File: src/rtl/bandit_pkg.sv
// Shared types and constants for the bandit reward environment and its agent.
// The LFSR step function is kept here so the agent's exploration generator can reuse it.
package bandit_pkg;

  typedef logic [7:0]        action_t;
  typedef logic signed [7:0] reward_t;

  localparam logic [15:0] LFSR_MASK = 16'hB400;

  typedef enum logic [1:0] {
    IDLE,
    DELAY,
    REWARD
  } env_state_t;

  // Galois form: shift right and fold the mask in when a one falls out.
  function automatic logic [15:0] lfsr_step(input logic [15:0] v, input logic [15:0] mask);
    return v[0] ? ((v >> 1) ^ mask) : (v >> 1);
  endfunction

endpackage

File: src/rtl/lfsr16.sv
// 16-bit Galois LFSR that advances every cycle out of reset.
// A zero seed would lock up, so it is replaced with 1.
module lfsr16
  import bandit_pkg::*;
#(
  parameter logic [15:0] SEED = 16'hACE1,
  parameter logic [15:0] MASK = LFSR_MASK
) (
  input  logic        clock,
  input  logic        reset,
  output logic [15:0] value
);

  localparam logic [15:0] SEED_NZ = (SEED == 16'h0000) ? 16'h0001 : SEED;

  logic [15:0] value_q;
  logic [15:0] value_d;

  always_comb begin
    value_d = lfsr_step(value_q, MASK);
  end

  always_ff @(posedge clock) begin
    if (!reset) begin
      value_q <= SEED_NZ;
    end else begin
      value_q <= value_d;
    end
  end

  assign value = value_q;

endmodule

File: src/rtl/bandit_environment.sv
// Reward environment: accepts one arm index at a time, draws a Bernoulli reward from a
// per-arm probability table and the LFSR, and returns it after a fixed delay.
//
//   state  | meaning
//   IDLE   | accepts config writes (priority) or one action
//   DELAY  | counting down to reward presentation; all inputs stalled
//   REWARD | reward_valid held with latched value until reward_ready
module bandit_environment
  import bandit_pkg::*;
#(
  parameter int          ACTIONS = 256,
  parameter int          LATENCY = 4,
  parameter reward_t     WIN     = reward_t'(64),
  parameter reward_t     LOSS    = reward_t'(-32),
  parameter reward_t     INVALID = reward_t'(-128),
  parameter logic [15:0] SEED    = 16'hACE1
) (
  input  logic        clock,
  input  logic        reset,
  input  logic        action_valid,
  input  action_t     action_data,
  output logic        action_ready,
  output logic        reward_valid,
  output reward_t     reward_data,
  input  logic        reward_ready,
  input  logic        cfg_valid,
  input  action_t     cfg_addr,
  input  logic [7:0]  cfg_data,
  output logic        cfg_ready
);

  localparam int CNT_W = $clog2(LATENCY + 2);

  env_state_t       state_q, state_d;
  logic [CNT_W-1:0] count_q, count_d;
  reward_t          reward_q, reward_d;

  logic [7:0]  tbl_q [256];
  logic [7:0]  tbl_rd;
  logic        tbl_we;
  logic [15:0] lfsr_val;
  logic [7:0]  lfsr_lo;
  logic [7:0]  lfsr_unused;
  reward_t     draw;

  lfsr16 #(
    .SEED (SEED),
    .MASK (LFSR_MASK)
  ) u_lfsr (
    .clock (clock),
    .reset (reset),
    .value (lfsr_val)
  );

  assign {lfsr_unused, lfsr_lo} = lfsr_val;
  assign tbl_rd = tbl_q[action_data];

  always_comb begin
    if (action_data == '0 || int'(action_data) >= ACTIONS) begin
      draw = INVALID;
    end else if (lfsr_lo < tbl_rd) begin
      draw = WIN;
    end else begin
      draw = LOSS;
    end
  end

  // DELAY always lasts LATENCY+1 cycles so reward_valid rises LATENCY+1 edges after acceptance.
  always_comb begin
    state_d      = state_q;
    count_d      = count_q;
    reward_d     = reward_q;
    action_ready = 1'b0;
    cfg_ready    = 1'b0;
    reward_valid = 1'b0;
    tbl_we       = 1'b0;
    unique case (state_q)
      IDLE: begin
        cfg_ready    = 1'b1;
        action_ready = !cfg_valid;
        tbl_we       = cfg_valid;
        if (action_valid && !cfg_valid) begin
          reward_d = draw;
          count_d  = CNT_W'(LATENCY + 1);
          state_d  = DELAY;
        end
      end
      DELAY: begin
        count_d = count_q - 1'b1;
        if (count_q == CNT_W'(1)) begin
          state_d = REWARD;
        end
      end
      REWARD: begin
        reward_valid = 1'b1;
        if (reward_ready) begin
          state_d = IDLE;
        end
      end
      default: state_d = IDLE;
    endcase
    if (!reset) begin
      action_ready = 1'b0;
      cfg_ready    = 1'b0;
      reward_valid = 1'b0;
      tbl_we       = 1'b0;
    end
  end

  always_ff @(posedge clock) begin
    if (!reset) begin
      state_q  <= IDLE;
      count_q  <= '0;
      reward_q <= '0;
    end else begin
      state_q  <= state_d;
      count_q  <= count_d;
      reward_q <= reward_d;
    end
  end

  // Table deliberately survives reset so a trained environment keeps its probabilities.
  always_ff @(posedge clock) begin
    if (tbl_we) begin
      tbl_q[cfg_addr] <= cfg_data;
    end
  end

  assign reward_data = reset ? reward_q : '0;

endmodule

File: config.mk
export PLATFORM = sky130hd
export DESIGN_NAME = bandit_environment
export DESIGN_NICKNAME = d
export VERILOG_FILES = /design/src/rtl/bandit_pkg.sv /design/src/rtl/lfsr16.sv /design/src/rtl/bandit_environment.sv
export SDC_FILE = /design/constraint.sdc
export NUM_CORES = 2
export LEC_CHECK = 0
export CELL_PAD_IN_SITES_DETAIL_PLACEMENT = 1
export CELL_PAD_IN_SITES_GLOBAL_PLACEMENT = 2
export CORE_AREA = 5 5 371 409
export CTS_CLUSTER_SIZE = 25
export DETAILED_ROUTE_END_ITERATION = 10
export DIE_AREA = 0 0 376 414
export PLACE_DENSITY_LB_ADDON = 0.3
export SYNTH_ARGS = -nofsm -noshare
export SYNTH_HDL_FRONTEND = slang
export SYNTH_HIERARCHICAL = 1
export SYNTH_SLANG_ARGS = --single-unit
File: constraint.sdc
create_clock -name clock -period 13.4 [get_ports clock]
set_input_delay 1.34 -clock clock [delete_from_list [all_inputs] [get_ports clock]]
set_output_delay 1.34 -clock clock [all_outputs]
set_load 0.05 [all_outputs]
==> out/qor.yml <==
run_status:
  outcome: "complete, no violations"
synth:
  synthCells: 3457
  syn_area_sq_um: 80100
  syn_area_per_cell_sq_um: 23.2
  yosysWarnings: 6
worst_setup_path:
  worst_path_largest_cell_delay_ns: 0.76
  required_ns: 14.11
  crit_chain: "buf_8, buf_4, buf_12, mux4_2, mux4_2, mux4_2, a22o_1, a221oi_1, ha_1, a21o_1, a21o_1, a21oi_1, nand2_1, or4_1, o211ai_1, a21oi_1"
  cp-end-kind: "register"
  reg2reg_slack_ns: 8.94
  cp.arrival_ns: 7.23
  crit_type: "input port to register"
  slowest_stage: "buf_4"
  critical_path.max_fanout: 114
  path_buf_inv: 3
  crit_family: "buffers and inverters"
  worstSetupStartpointType: "input port"
  crit_top_cell: "mux4_2"
clocking:
  postCtsResizedCells: 0
  tritoncts: "yes"
  cts-root-buf: "clkbuf_16"
  insertion_delay_ns: 0.83
  htree_levels: 4
  cts_max_path_buffers: 3
  cts_sinks: 2072
  cts_buffers: 198
  cts_setup_buffers: 0
  clkTransAtPathRegs_ns: 0.06
  ctsHoldBuffers: 0
floorplan:
  die_area_sq_um: 156000
  die_w_microns: 376
  core_sq_um: 147000
  boundaryPins: 40
  rows: 148
  start_util_pct: 54.4
  chipHeight_microns: 414
sta:
  maxSlewViolCount: 0
  worst_pin_slew_ns: 1.31
  rsz0062_at_grt: "false"
  clock_skew_ns: 0.0243
  finalSetupViolations: 0
  hold_viol_final: 0
  max_freq_ghz: 0.153
  post-route-min-period_ns: 6.52
  slew_headroom_pct: 12.3
  fin_crit_sh_pct: 48.6
  fin_tns_setup_ns: 0
global_routing:
  grt_pass1_vias: 39400
  grt_pass1_wl_microns: 294000
  grt_max_degree: 135
  grt_overflow: 0
  antenna_found_initial: 13
  grt_usage_pct: 26.5
drt:
  routed_via_density: 6.63
  vias: 37600
  drtPass1Iterations: 5
  totalWireLength_microns: 204000
  post_drt_wl_per_cell_microns: 35.9
  ant_nets: 0
  drt_iter0_drc: 4868
  drc: 0
finish:
  fillers: 11800
  drive_above_1_share_pct: 27.3
  area_growth_pct: 11.1
  multi_input_area_sq_um: 17200
  final_util_pct: 60.5
  regArea_sq_um: 62000
  final_nets: 3589
job:
  drv_cap: 0
power_and_ir_drop:
  ir_drop_v: 0.000141
  p_per_area_nw_per_um2: 150
  power_leakage_nw: 27.2
place:
  finalWeightedCongestion: 0.830
  dp_hpwl_microns: 124000
  io_buffers: 34
worst_hold_path:
  hold_class: "register to register"
-- where the power goes --
group / switching [mW] / internal (mW)
logic: 0.417 / 0.251
registers: 0.00497 / 7.13
clock network: 2.42 / 3.15
total: 2.84 / 10.5
-- cell usage in the layout, fill, tap and decap left out, types with 9 or more instances in the layout --
cell,instances
nand2_1,61
a21oi_1,16
clkinv_2,40
mux2i_1,23
clkinv_1,46
edfxtp_1,2048
nand3_1,13
clkdlybuf4s50_1,20
and2_1,14
bufinv_16,21
nand2b_1,11
ha_1,9
mux4_2,638
nor2_1,272
clkbuf_16,200
clkbuf_1,37
dfxtp_1,24
mux2_2,10
nor2b_1,14
buf_4,54
-- per-layer routing --
| layer | part of all wire, % | track usage [%] |
|---|---|---|
| met5 | 0.030 | 0 |
| met4 | 3.2 | 7.96 |
| met3 | 8.6 | 5.56 |
| met2 | 50 | 42.9 |
| met1 | 38 | 37.0 |
-- registers in the layout, indices dropped and copies added, names as in the netlist --
name          cells
count_q           3
reward_q          3
state_q           2
tbl_q          2048
u_lfsr/value     16
-- per-stage QoR --
stage                     cells  worst slack (ns)  hold slack (ns)  instance area (sq um)  power (mW)
after global routing       5667              6.59            0.451                  89000        13.8
after floorplan            3461              7.98            0.386                  80200        7.64
final                      5675              6.88            0.432                  89000        13.4
after CTS                  5667              6.98            0.429                  89000        13.4
after global placement     5301              6.08            0.397                  82500        7.92
after detailed placement   5301              6.08            0.404                  82500        7.94
-- cell type report --
type,instances,share of cell area [%]
flip-flops and latches,2072,69.6
clock buffers,237,5.78
multi-input cells,1179,19.3
well taps,1950,2.74
inverters,5,0.0295
diodes,8,0.0225
clock inverters,129,1.46
repair buffers,95,1.02
-- worst paths after layout --
check / startpoint / endpoint / cells past startpoint
hold reg to reg: u_lfsr/value[8] / u_lfsr/value[7] / 1
setup / recovery: action_data[1] / reward_q[7] / 16
setup reg to reg: tbl_q[126][5] / reward_q[7] / 13
hold / removal: u_lfsr/value[8] / u_lfsr/value[7] / 1
(Power assumes the default switching activity.)
